$ cat config.mk
export PLATFORM = sky130hd
export DESIGN_NAME = machine_timer
export DESIGN_NICKNAME = d
export VERILOG_FILES = /design/src/rtl/machine_timer.sv
export SDC_FILE = /design/constraint.sdc
export NUM_CORES = 1
export LEC_CHECK = 0
export BUFFER_PORTS_ARGS = -buffer_cell sky130_fd_sc_hd__buf_2
export CAP_MARGIN = 40
export CORE_MARGIN = 3
export CORE_UTILIZATION = 64
export DETAILED_ROUTE_END_ITERATION = 7
export PLACE_DENSITY = 0.86
export REMOVE_ABC_BUFFERS = 1
export SLEW_MARGIN = 25
export SYNTH_ARGS = -nofsm -noshare
export SYNTH_HDL_FRONTEND = slang
export SYNTH_SLANG_ARGS = --single-unit
$ cat constraint.sdc
create_clock -name clk_i -period 6.37 [get_ports clk_i]
set_clock_uncertainty 0.15 [all_clocks]
set_input_delay 0.3185 -clock clk_i [delete_from_list [all_inputs] [get_ports clk_i]]
set_output_delay 0.3185 -clock clk_i [all_outputs]
set_load 0.005 [all_outputs]
$ cat src/rtl/machine_timer.sv
// CLINT-style machine timer: free-running 64-bit mtime, mtimecmp and msip behind a single-cycle bus port.
// Define MACHINE_TIMER_MSIP_EN to implement the msip flop; otherwise MSIP reads 0 and the software interrupt is tied low.
module machine_timer #(
    parameter int                    ADDR_WIDTH = 32,
    parameter int                    DATA_WIDTH = 32,
    parameter logic [ADDR_WIDTH-1:0] BASE_ADDR  = ADDR_WIDTH'(32'h0200_0000),
    parameter int                    PRESCALE   = 1
) (
    input  logic                  clk_i,
    input  logic                  rst_i,
    input  logic                  req_i,
    input  logic                  we_i,
    input  logic [ADDR_WIDTH-1:0] addr_i,
    input  logic [DATA_WIDTH-1:0] wdata_i,
    output logic                  ack_o,
    output logic [DATA_WIDTH-1:0] rdata_o,
    output logic                  timer_interrupt_o,
    output logic                  software_interrupt_o
);

    localparam logic [ADDR_WIDTH-1:0] A_MSIP   = BASE_ADDR;
    localparam logic [ADDR_WIDTH-1:0] A_CMP_LO = BASE_ADDR + ADDR_WIDTH'(32'h0000_4000);
    localparam logic [ADDR_WIDTH-1:0] A_CMP_HI = BASE_ADDR + ADDR_WIDTH'(32'h0000_4004);
    localparam logic [ADDR_WIDTH-1:0] A_TIM_LO = BASE_ADDR + ADDR_WIDTH'(32'h0000_BFF8);
    localparam logic [ADDR_WIDTH-1:0] A_TIM_HI = BASE_ADDR + ADDR_WIDTH'(32'h0000_BFFC);
    localparam logic [15:0]           PRE_MAX  = 16'(PRESCALE - 1);

    logic [63:0]           r_mtime;
    logic [63:0]           r_mtimecmp;
    logic [15:0]           r_presc;
    logic                  r_ack;
    logic [DATA_WIDTH-1:0] r_rdata;

    logic                  w_wr;
    logic                  w_rd;
    logic                  w_tick;
    logic                  w_sel_cmp_lo;
    logic                  w_sel_cmp_hi;
    logic                  w_sel_tim_lo;
    logic                  w_sel_tim_hi;
    logic [DATA_WIDTH-1:0] w_rmux;

    assign w_wr   = req_i & we_i;
    assign w_rd   = req_i & ~we_i;
    assign w_tick = (r_presc == PRE_MAX);

    // Exact address match also rejects misaligned accesses, since every mapped word is aligned.
    assign w_sel_cmp_lo = (addr_i == A_CMP_LO);
    assign w_sel_cmp_hi = (addr_i == A_CMP_HI);
    assign w_sel_tim_lo = (addr_i == A_TIM_LO);
    assign w_sel_tim_hi = (addr_i == A_TIM_HI);

`ifdef MACHINE_TIMER_MSIP_EN
    logic r_msip;
    logic w_sel_msip;

    assign w_sel_msip = (addr_i == A_MSIP);

    always_ff @(posedge clk_i) begin
        if (!rst_i) begin
            r_msip <= 1'b0;
        end else if (w_wr && w_sel_msip) begin
            r_msip <= wdata_i[0];
        end
    end

    assign software_interrupt_o = r_msip;
`else
    assign software_interrupt_o = 1'b0;
`endif

    always_comb begin
        w_rmux = '0;
        if (w_sel_cmp_lo) begin
            w_rmux = r_mtimecmp[31:0];
        end else if (w_sel_cmp_hi) begin
            w_rmux = r_mtimecmp[63:32];
        end else if (w_sel_tim_lo) begin
            w_rmux = r_mtime[31:0];
        end else if (w_sel_tim_hi) begin
            w_rmux = r_mtime[63:32];
`ifdef MACHINE_TIMER_MSIP_EN
        end else if (w_sel_msip) begin
            w_rmux = {{(DATA_WIDTH-1){1'b0}}, r_msip};
`endif
        end
    end

    always_ff @(posedge clk_i) begin
        if (!rst_i) begin
            r_ack      <= 1'b0;
            r_rdata    <= '0;
            r_presc    <= '0;
            r_mtime    <= '0;
            r_mtimecmp <= '1;
        end else begin
            r_ack   <= req_i;
            r_rdata <= w_rd ? w_rmux : '0;
            r_presc <= w_tick ? 16'd0 : 16'(r_presc + 16'd1);

            // A software write to either mtime half swallows this edge's increment.
            if (w_wr && w_sel_tim_lo) begin
                r_mtime[31:0] <= wdata_i;
            end else if (w_wr && w_sel_tim_hi) begin
                r_mtime[63:32] <= wdata_i;
            end else if (w_tick) begin
                r_mtime <= r_mtime + 64'd1;
            end

            if (w_wr && w_sel_cmp_lo) begin
                r_mtimecmp[31:0] <= wdata_i;
            end
            if (w_wr && w_sel_cmp_hi) begin
                r_mtimecmp[63:32] <= wdata_i;
            end
        end
    end

    assign ack_o             = r_ack;
    assign rdata_o           = r_rdata;
    assign timer_interrupt_o = (r_mtime >= r_mtimecmp);

endmodule
Word-level counts from Yosys, hierarchy flattened:

Index checks and enable logic that the tools add are counted.

* register bits: 177
* output and inout bits: 35
* word-level logic and storage cells: 39

* add/sub/neg operators: 2
* magnitude comparators: 1
* equality and inequality tests: 5
* muxes and demuxes: 8
* bitwise logic cells: 5
* reduce and logical (&&, ||, !) cells: 11

Operators by type and width (number)
* 32-bit two-way mux: 7
* 32-bit by 26-bit == test with 1-bit output, second input constant: 4
* 64-bit by 1-bit adder with 64-bit output, second input constant: 1
* 64-bit >= comparator: 1
* 64-bit two-way mux: 1
* 16-bit by 1-bit adder with 16-bit output, second input constant: 1
* 16-bit zero test: 1
* 2-bit AND reduction: 3
* 1-bit logical AND: 4
* 2-bit nonzero test: 2
* 1-bit inverter: 3
* 1-bit AND: 2
* 2-bit != test, second input constant: 1
* 2-bit OR reduction: 1

Depth between registers and ports, before layout:

Gate-level depths: netlist of run 1.

* depth after elaboration: 5
* depth in mapped cells: 10
* depth with buffers taken out: 9

Worst setup path before layout of run 1:

Ideal clock, no wire load.

* kind: input port to flip-flop
* start point: in addr_i[17]
* end point: reg r_mtime[41]
* arrival time: 2163 ps
* data required time: 6102 ps
* path slack: 3939 ps
* stages on the path: 8
* cell sequence: or4_1 nor4_4 nand3_2 or2_1 clkbuf_1 nand2_2 buf_4 o21ai_1

* word-level cells in the longest chain between the ends: 4
* elaborated cells on any way between the ends: 8
* those cells by class: 2 x eq/ne; 1 x mux; 1 x bitwise; 4 x reduce/logical

RTL lines
* start, declared: RTL line 13 `input logic [ADDR_WIDTH-1:0] addr_i,`
* 32-bit by 26-bit == test with 1-bit output (on tied branches): RTL line 51, 50
* 1-bit logical AND (on tied branches): RTL line 104, 102
* 2-bit nonzero test (no source line) / 1-bit inverter (equally long branches)
* 2-bit AND reduction (no source line)
* end signal, assigned: RTL line 105 `r_mtime[63:32] <= wdata_i;`
* end signal, assigned: RTL line 107 `r_mtime <= r_mtime + 64'd1;`
* end, declared: RTL line 28 `logic [63:0] r_mtime;`

Parallel ways exist; a longest one is shown, timed or not.
A chain may end at the register's enable or synchronous reset.

Worst setup path after layout of run 1:

* start point: reg r_mtime[49]
* end point: out timer_interrupt_o

* word-level cells in the longest chain between the ends: 1

RTL lines
* 64-bit >= comparator: RTL line 121 `assign timer_interrupt_o = (r_mtime >= r_mtimecmp);`
* end, declared: RTL line 17 `output logic timer_interrupt_o,`

No other way between the ends.

==> metrics.md, run 1 <==
| Metric | Value |
|---|---|
| Static Leak | 4.962 nW |
| Power per cell area | 200.0 mW/mm^2 |
| Number of global-route vias before repair | 9334 |
| Worst Hold Path EP | r_mtimecmp[38] |
| Setup_tns | 0 ns |
| CTS sink cnt | 177 |
| Main flop type after synthesis | dfxtp_1 |
| Register area share after synthesis | 35.33% |
| Initial antenna violation count | 1 |
| Die W | 131.2 um |
| EDFF count, synth | 0 |
| Initial Utilization | 65.73% |
| WL per Instance | 18.55 um |
| Status | finished, final reports clean |
| Syn Std Cell Area | 0.01003 mm^2 |
| Top Ports | 103 |
| GR Overflow Total | 0 |
| Clock tree buffer depth | 2 |
| Net count, final | 1407 |
| Routed Antenna Nets | 0 |
| Crit path max fanout | 7 |
| Post-synthesis register bit count | 177 |
| DIE HEIGHT | 131.2 um |
| Pins Over Slew Limit | 0 |
| Post-DP HPWL | 18.87 mm |
| Worst reg2reg startpoint | r_mtime[9] |
| Maximum number of pins on one net before global-route repair | 82 |
| Final Cycle Share | 55.62% |
| CP Capture Type | primary output |
| Worst Min Path Start | wdata_i[6] |
| H-tree depth | 4 |
| Reg clk slew, reported paths | 0.07 ns |
| Peak Freq | 0.2822 GHz |
| RSZ-0062 raised after global routing | no |
| First-pass GRT wire length | 45.48 mm |
| Row count | 45 |
| Post-Layout Cell Count | 1496 |
| Slew of the pin with the lowest slew margin | 0.8798 ns |
| DP Cell Count | 1457 |
| Routed WL | 27.75 mm |
| WHS Path Cells | 3 |
| Core Area | 0.01526 mm^2 |
| Die Area | 0.01721 mm^2 |
| Post-synthesis cell count | 1199 |
| GRT Total Usage | 31.83% |
| Kind of critical path | reg -> out |
| DRC violations left | 0 |
| Worst setup SP type | flop |
| CTS Buf Count | 17 |
| Detailed Route Iter0 Violations | 909 |
| Vias | 9491 |
| Post-layout min period | 3.543 ns |
| Number of gates resized after cts | 0 |
| Fill cells | 1132 |
| First-pass DRT Iterations | 7 |
| Max-capacitance violation count | 0 |
| Setup Buffers After CTS | 0 |
| Worst Path Required | 5.90 ns |
| CTS tree | built |
| Layout cells sized above 1 | 13.16% |
| Worst hold slack | 0.006382 ns |
| Netlist cell types | 60 |
| Peak VDD IR | 0.1993 mV |
| Final hold violations | 0 |
| Clk_lat worst skew | 0.44 ns |
| Worst R2R Path Depth | 7 |
| Capturing point of the worst reg2reg path | r_mtime[63] |
| I/O Buffers | 101 |
| Critical path arrival | 3.07 ns |
| Max-slew headroom | 41.17% |
| Area added between synthesis and finish | 12.49% |
| Flop-to-flop setup slack | 3.25 ns |
| Worst Hold Class | in -> reg |
| Vias per cell | 6.344 |
| Final GP Congestion | 0.9101 |
| Root cell of the clock tree | clkbuf_16 |
| Final setup vio count | 0 |
| Async set-reset flop share out of synthesis | 0% |
| Yosys Warn Count | 0 |
| Final core area utilization | 73.94% |
| Average cell area after synthesis | 8.365 um^2 |
metrics by stage:
step	area (um^2)	setup slack, ns	total power, W
after floorplan	9729	2.998	0.001162
after global placement	10600	2.734	0.001223
after detailed placement	10630	2.872	0.001225
after CTS	11260	2.901	0.002256
after global routing	11280	2.700	0.002308
final	11280	2.827	0.002257
registers in the layout, summed over array words and instances, names as in the netlist:
register	count
r_mtimecmp	64
ack_o	1
r_mtime	64
rdata_o	32
r_presc	16
cell usage after synthesis (all sizes together), types with 38 or more instances:
| master | instances | share of area [%] |
|---|---|---|
| buf | 38 | 1.9 |
| nand3 | 46 | 2.3 |
| inv | 74 | 2.8 |
| nor2 | 86 | 3.4 |
| a21oi | 66 | 3.3 |
| nand2 | 129 | 4.9 |
| dfxtp | 177 | 35 |
| ha | 67 | 8.4 |
| o211ai | 68 | 5.1 |
| mux2i | 66 | 6.6 |
| nand4 | 43 | 3.0 |
| o21ai | 62 | 3.2 |
| nor3 | 38 | 2.0 |
critical path, stage by stage (launching register included):
cell       delay (ns)
dfxtp_1          0.50
ha_1             0.30
a21o_1           0.18
nand3_1          0.08
a21oi_1          0.08
a2111oi_0        0.50
buf_1            0.21
o221ai_1         0.21
a211oi_1         0.22
o21ai_0          0.19
buf_2            0.17
power by group:
group | internal, W | switching [W] | total [W]
Combinational | 0.0000374 | 0.0000566 | 0.0000939
Sequential | 0.00111 | 0.00000330 | 0.00111
Clock | 0.000600 | 0.000452 | 0.00105
Total | 0.00175 | 0.000511 | 0.00226
cells by family (layout without fill, tap and decap cells):
kind of cell | Yosys count | in the layout | synth area share (%)
buffers and inverters | 142 | 227 | 5.764
adder cells (fa/ha/maj) | 67 | 67 | 8.358
multiplexers | 66 | 66 | 6.587
XOR/XNOR | 44 | 44 | 3.842
flip-flops | 177 | 177 | 35.33
other | 1 | 2 | 0.03739
AND/OR/NAND/NOR | 411 | 411 | 20.87
AO/OA/AOI/OAI | 291 | 291 | 19.21
how the worst max path moves through the flow:
| stage | cells past startpoint | endpoint | slack (ns) | startpoint |
|---|---|---|---|---|
| CTS | 10 | timer_interrupt_o | 2.90 | r_mtime[49] |
| global placement | 8 | r_mtime[41] | 2.73 | addr_i[17] |
| floorplan | 6 | r_mtimecmp[0] | 3.00 | addr_i[17] |
| finish | 10 | timer_interrupt_o | 2.83 | r_mtime[49] |
| global route | 10 | timer_interrupt_o | 2.70 | r_mtime[49] |
| detailed placement | 8 | r_mtimecmp[61] | 2.87 | addr_i[17] |
cell usage in the layout, fill, tap and decap left out, types with 14 or more instances in the layout:
cell and n:
buf_2 99, mux2i_1 66, ha_1 67, nor3_1 35, buf_4 14, a21oi_1 66, inv_1 74, nand4_1 40
a21boi_1 23, o21ai_1 29, nor2_1 83, and3_1 14, xor2_1 24, clkbuf_16 17, nand3_1 45, nand2_1 128
o211ai_1 68, dfxtp_1 177, o22a_1 32, o21ai_0 31, xnor2_1 20
per-layer routing:
metal / GRT usage, % / routed length (um) / up-vias / part of all wire, %
met4: 12.14 / 781 / 0 / 2.8
met3: 6.470 / 2534 / 69 / 9.1
met5: 0 / 0 / - / 0
li1: - / - / 4462 / -
met1: 39.82 / 11070 / 4475 / 40
met2: 54.23 / 13360 / 485 / 48
cell type report:
type	instances	area [um^2]	share of cell area (%)
Antenna cell	1	2.502	0.02218
Inverter	74	277.8	2.462
Sequential cell	177	3543	31.41
Clock buffer	20	456.7	4.048
Timing Repair Buffer	122	698.2	6.188
Multi-Input combinational cell	880	5911	52.39
Clock inverter	11	128.9	1.142
Tap cell	211	264.0	2.340
repair_timing:
action | 4_1_cts | 5_1_grt
hold endpoints to repair | 5 | 0
hold buffers | 5 | 0
setup endpoints to repair | 0 | 0
Note: power is estimated with default switching activity, not from simulation.
==> run 2: changes to the inputs <==
--- a/config.mk
+++ b/config.mk
@@ -8,9 +8,9 @@
 export BUFFER_PORTS_ARGS = -buffer_cell sky130_fd_sc_hd__buf_2
 export CAP_MARGIN = 40
 export CORE_MARGIN = 3
-export CORE_UTILIZATION = 64
+export CORE_UTILIZATION = 54
 export DETAILED_ROUTE_END_ITERATION = 7
-export PLACE_DENSITY = 0.86
+export PLACE_DENSITY = 0.77
 export REMOVE_ABC_BUFFERS = 1
 export SLEW_MARGIN = 25
 export SYNTH_ARGS = -nofsm -noshare
==> constraint.sdc (replaced) <==
create_clock -name clk_i -period 3.2 [get_ports clk_i]
set_clock_uncertainty 0.15 [all_clocks]
set_input_delay 0.16 -clock clk_i [delete_from_list [all_inputs] [get_ports clk_i]]
set_output_delay 0.16 -clock clk_i [all_outputs]
set_load 0.005 [all_outputs]
==> run 2 against run 1 <==
- non-clock buffer count increased by 58
- cell count increased by 5.1%
- worst setup slack got worse by 2.7 ns
==> metrics.md, run 2 (same netlist as run 1, synthesis figures left out) <==
| Metric | Value |
|---|---|
| Commonest cells after routing, fill and taps aside | dfxtp_1 (177), nand2_1 (128), buf_2 (99) |
| Area added between synthesis and finish | 17.79% |
| Post-layout min period | 3.036 ns |
| H-tree depth | 4 (unchanged) |
| Post-DP HPWL | 20.07 mm (+6.3%) |
| DP Cell Count | 1507 (+3.4%) |
| Final GP Congestion | 0.9501 (+4.4%) |
| Net count, final | 1465 (+4.1%) |
| Final core area utilization | 65.32% (-8.6 points) |
| Critical path arrival | 2.73 ns (-0.34 ns) |
| Peak VDD IR | 0.3108 mV (+56%) |
| Core Area | 0.01809 mm^2 (+19%) |
| CTS sink cnt | 177 (unchanged) |
| GR Overflow Total | 0 (unchanged) |
| Die W | 142.3 um (+8.5%) |
| Worst hold slack | 0.03140 ns (+0.02502 ns) |
| WL per Instance | 18.24 um (-1.7%) |
| CTS tree | built |
| First-pass GRT wire length | 46.66 mm (+2.6%) |
| DIE HEIGHT | 142.3 um (+8.5%) |
| Final Cycle Share | 94.88% |
| Peak Freq | 0.3294 GHz |
| Worst Path Required | 2.89 ns (-3.01 ns) |
| Number of diodes | 0 (-1) |
| Vias per cell | 6.083 (-4.1%) |
| First-pass DRT Iterations | 6 (-1) |
| Setup Buffers After CTS | 0 (unchanged) |
| Root cell of the clock tree | clkbuf_16 |
| Detailed Route Iter0 Violations | 945 (+4.0%) |
| Row count | 49 (+8.9%) |
| Layout cells sized above 1 | 15.19% (+2.0 points) |
| CTS Buf Count | 17 (unchanged) |
| Pins Over Slew Limit | 0 (unchanged) |
| Multi-input gate area | 0.005923 mm^2 (+0.21%) |
| Post-Layout Cell Count | 1572 (+5.1%) |
| Worst Hold Class | in -> reg |
| Final hold violations | 0 (unchanged) |
| Max-slew headroom | 54.02% (+13 points) |
| Commonest non-fill, non-tap cell in the layout | dfxtp_1 |
| Routed Antenna Nets | 0 (unchanged) |
| Number of global-route vias before repair | 9214 (-1.3%) |
| Kind of critical path | reg -> out |
| DRC violations left | 0 (unchanged) |
| Fill cells | 1535 (+36%) |
| Flop-to-flop setup slack | 0.28 ns (-2.97 ns) |
| Final setup vio count | 0 (unchanged) |
| Initial antenna violation count | 0 (-1) |
| Die Area | 0.02025 mm^2 (+18%) |
| Power per cell area | 384.8 mW/mm^2 (+92%) |
| Vias | 9562 (+0.75%) |
| I/O Buffers | 101 (unchanged) |
| Slew of the pin with the lowest slew margin | 0.6898 ns (-0.1901 ns) |
| Initial Utilization | 55.45% (-10 points) |
| Setup_tns | 0 ns (unchanged) |
| RSZ-0062 raised after global routing | no |
| Static Leak | 5.243 nW (+5.7%) |
| Max-capacitance violation count | 0 (unchanged) |
| Routed WL | 28.68 mm (+3.3%) |
| Clock tree buffer depth | 2 (unchanged) |
| Register Area | 0.003543 mm^2 (unchanged) |
| Reg clk slew, reported paths | 0.07 ns (about the same) |
| Worst setup SP type | flop |
| Clk_lat worst skew | 0.44 ns (about the same) |
| CP Capture Type | primary output |
| Crit path max fanout | 5 (-2) |
| Status | finished, final reports clean |
| Design Power | 0.004546 W (+100%) |
| Maximum number of pins on one net before global-route repair | 58 (-29%) |
| GRT Total Usage | 28.69% (-3.1 points) |
| Top Ports | 103 (unchanged) |
[run 2: worst max-delay path: stages, from the launching register on]
cell and delay [ns]:
dfxtp_1 0.34, buf_4 0.16, ha_1 0.32, a21oi_1 0.18, nor2_1 0.06, a211oi_1 0.43, o21ai_0 0.16, a211oi_1 0.30
o21ai_1 0.17, buf_2 0.16
[run 2: stage by stage]
step           instance area (um^2)  setup slack (ns)
2_1_floorplan                  9729          -0.01357
3_3_place_gp                  10870            0.4478
3_5_place_dp                  10870            0.3424
4_1_cts                       11800           0.06836
5_1_grt                       11810           0.01159
6_report                      11810            0.1639
[run 2: path summary, 6_finish.rpt]
kind	start	end	cells past startpoint
worst max-delay path	r_mtime[9]	timer_interrupt_o	9
worst min-delay path	rst_i	r_mtimecmp[0]	2
worst max register to register	r_presc[0]	r_mtime[50]	9
worst min register to register	r_presc[0]	r_presc[0]	1
[run 2: timing repair]
item / 4_1_cts / 5_1_grt
gates resized for setup: 0 / 4
setup endpoints to repair: 0 / 1
hold endpoints to repair: 128 / 0
hold buffers: 33 / 0
[run 2: area by class of cell]
| type | count | area share, % |
|---|---|---|
| repair buffers | 180 | 10.04 |
| well taps | 229 | 2.425 |
| clock inverters | 12 | 1.101 |
| clock buffers | 20 | 3.950 |
| inverters | 74 | 2.351 |
| multi-input cells | 880 | 50.14 |
| flip-flops and latches | 177 | 29.99 |
[run 2: per-layer routing]
layer,vias up,GRT usage (%),routed length [um]
li1,4571,-,-
met1,4498,38.11,12320
met2,426,45.64,13240
met3,67,6.284,2353
met4,0,11.21,760
met5,-,0,0
[run 2: power by group]
group / total (W) / leakage [nW] / switching (W) / internal, W
clock: 0.00212 / 0.293 / 0.000903 / 0.00121
combinational: 0.000219 / 3.52 / 0.000120 / 0.0000985
sequential: 0.00221 / 1.43 / 0.00000511 / 0.00221
==> run 3: changes to the inputs <==
--- a/config.mk
+++ b/config.mk
@@ -8,9 +8,10 @@
 export BUFFER_PORTS_ARGS = -buffer_cell sky130_fd_sc_hd__buf_2
 export CAP_MARGIN = 40
 export CORE_MARGIN = 3
-export CORE_UTILIZATION = 54
+export CORE_UTILIZATION = 56
+export CTS_BUF_LIST = sky130_fd_sc_hd__clkbuf_4 sky130_fd_sc_hd__clkbuf_8
 export DETAILED_ROUTE_END_ITERATION = 7
-export PLACE_DENSITY = 0.77
+export PLACE_DENSITY = 0.79
 export REMOVE_ABC_BUFFERS = 1
 export SLEW_MARGIN = 25
 export SYNTH_ARGS = -nofsm -noshare
==> run 3 against run 2 <==
- combinational power hardly changed
- sequential cell count stayed put
- register-to-register slack hardly changed
- critical endpoint unchanged
- sequential power hardly changed
- largest power group unchanged
- fmax is 3.4% lower
==> metrics.md, run 3 (same netlist as run 1, synthesis figures left out) <==
| Metric | Value |
|---|---|
| Status | finished, final reports clean |
| Design Power | 0.003971 W (-13%) |
| Row count | 48 (-2.0%) |
| CTS Buf Count | 17 (unchanged) |
| Power per cell area | 340.9 mW/mm^2 (-11%) |
| Slew of the pin with the lowest slew margin | 0.7687 ns (+0.07898 ns) |
| Routed WL | 28.43 mm (-0.86%) |
| Clk_lat worst skew | 0.47 ns (+0.03 ns) |
| Commonest cells after routing, fill and taps aside | dfxtp_1 (175), nand2_1 (128), buf_2 (99) |
| Worst hold slack | 0.08494 ns (+0.05354 ns) |
| Capturing point of the worst reg2reg path | r_mtime[63] |
| Final setup vio count | 0 (unchanged) |
| Critical Path Max Stage Delay | 0.46 ns (+0.03 ns) |
| Reg clk slew, reported paths | 0.09 ns (+0.02 ns) |
| Max-slew headroom | 48.75% (-5.3 points) |
| Multi-input gate area | 0.005928 mm^2 (about the same) |
| Highest routed layer | met4 |
| H-tree depth | 4 (unchanged) |
| Register Area | 0.003546 mm^2 (about the same) |
| CTS sink cnt | 177 (unchanged) |
| Static Leak | 5.160 nW (-1.6%) |
| Maximum number of pins on one net before global-route repair | 67 (+16%) |
| CP Capture Type | primary output |
| Worst Hold Class | in -> reg |
| Detailed Route Iter0 Violations | 890 (-5.8%) |
| GR Overflow Total | 0 (unchanged) |
| Root cell of the clock tree | clkbuf_8 |
| CP startpoint | r_mtime[43] |
| Peak VDD IR | 0.2373 mV (-24%) |
| Post-layout min period | 3.143 ns (+0.1066 ns) |
| Initial antenna violation count | 0 (unchanged) |
| Worst Hold Path EP | r_mtimecmp[14] |
| Met2 WL | 13.07 mm (-1.3%) |
| Dpl ws | 0.3683 ns (+0.02590 ns) |
| Final hold violations | 0 (unchanged) |
| Vias | 9543 (-0.20%) |
| Final core area utilization | 66.88% (+1.6 points) |
| CTS tree | built |
| Met3 wire len | 2.356 mm (+0.13%) |
| RSZ-0062 raised after global routing | no |
| I/O Buffers | 101 (unchanged) |
| WHS Path Cells | 5 (+3) |
| DIE HEIGHT | 139.8 um (-1.7%) |
| Top Ports | 103 (unchanged) |
| WL per Instance | 18.12 um (-0.67%) |
| Critical path arrival | 2.83 ns (+0.10 ns) |
| Pins Over Slew Limit | 0 (unchanged) |
| CP delay by family, top | compound AO/OA/AOI/OAI gates |
| Area added between synthesis and finish | 16.13% |
| Die Area | 0.01955 mm^2 (-3.4%) |
| Net count, final | 1467 (+0.14%) |
| Worst Min Path Start | addr_i[13] |
| Peak Freq | 0.3182 GHz (-3.4%) |
| Layout cells sized above 1 | 15.33% (+0.14 points) |
| Worst R2R Path Depth | 9 (unchanged) |
| Die W | 139.8 um (-1.7%) |
| Clock tree buffer depth | 2 (unchanged) |
| Core Area | 0.01742 mm^2 (-3.7%) |
| Number of global-route vias before repair | 9280 (+0.72%) |
| Initial Utilization | 57.59% (+2.1 points) |
| Routed Antenna Nets | 0 (unchanged) |
| GRT Total Usage | 28.60% (-0.085 points) |
| Number of diodes | 0 (unchanged) |
| DRC violations left | 0 (unchanged) |
| Crit path max fanout | 6 (+1) |
| Met1 Wirelength | 12.23 mm (-0.77%) |
| Final GP Congestion | 0.9515 (+0.15%) |
| CP max stage cell | dfxtp_1 |
| First-pass DRT Iterations | 5 (-1) |
| Final Cycle Share | 98.21% (+3.3 points) |
| Setup_tns | 0 ns (unchanged) |
| Final setup margin | 0.05729 ns (-0.1066 ns) |
| Critical Path, Cell by Cell | ha_1 -> nand4_1 -> inv_1 -> a221oi_2 -> nor2_1 -> o31a_1 -> a211oi_1 -> o21ai_1 -> buf_2 |
| First-pass GRT wire length | 45.83 mm (-1.8%) |
| Worst reg2reg startpoint | r_presc[0] |
| Fill cells | 1456 (-5.1%) |
| Buffers & Inverters on Critical Path | 2 (unchanged) |
| Commonest non-fill, non-tap cell in the layout | dfxtp_1 |
| Worst Path Required | 2.89 ns (about the same) |
| Kind of critical path | reg -> out |
| Vias per cell | 6.082 (about the same) |
| Worst setup SP type | flop |
| Max-capacitance violation count | 0 (unchanged) |
| Flop-to-flop setup slack | 0.29 ns (about the same) |
| Post-DP HPWL | 20.05 mm (about the same) |
run 3: through the flow:
stage | cell area (um^2) | cells
after floorplan | 9729 | 1131
after global placement | 10890 | 1503
after detailed placement | 10890 | 1503
after CTS | 11640 | 1569
after global routing | 11650 | 1569
final | 11650 | 1569
run 3: worst min-delay path, cell delays in order:
cell and delay, ns:
buf_2 0.09, nor4b_1 0.05, nand4_2 0.13, nor2_4 0.09, o211ai_1 0.15
run 3: where the power goes:
| part | internal (W) | leakage, nW | switching (W) | total, W |
|---|---|---|---|---|
| Sequential | 0.00220 | 1.43 | 0.00000456 | 0.00221 |
| Clock | 0.000732 | 0.196 | 0.000810 | 0.00154 |
| Combinational | 0.0000996 | 3.53 | 0.000120 | 0.000220 |
| Total | 0.00304 | 5.16 | 0.000935 | 0.00397 |
run 3: final cells by class:
type | count | share of cell area (%)
Tap cell | 225 | 2.417
Sequential cell | 177 | 30.44
Inverter | 74 | 2.385
Multi-Input combinational cell | 880 | 50.90
Clock inverter | 10 | 0.9668
Clock buffer | 21 | 2.320
Timing Repair Buffer | 182 | 10.57
run 3: metal layers:
metal / up-vias / global-route usage [%]
met5: - / 0
met4: 0 / 11.88
met3: 68 / 5.464
met2: 447 / 45.86
met1: 4450 / 37.92
li1: 4578 / -
run 3: worst max path at each step:
stage                        end  slack, ns  depth (start not counted)
3_3_place_gp         r_mtime[63]       0.44                          7
5_1_grt        timer_interrupt_o      0.008                         10
4_1_cts        timer_interrupt_o      0.001                         10
2_1_floorplan      r_mtimecmp[0]      -0.01                          6
3_5_place_dp         r_mtime[63]       0.37                          9
6_report       timer_interrupt_o       0.06                          9
run 3: timing repair:
item / CTS / global route
pin swaps: 0 / 1
setup buffers: 0 / 0
hold buffers: 35 / 0
resized for setup: 2 / 5
endpoints found under the hold margin: 129 / 0
setup endpoints to repair: 1 / 1
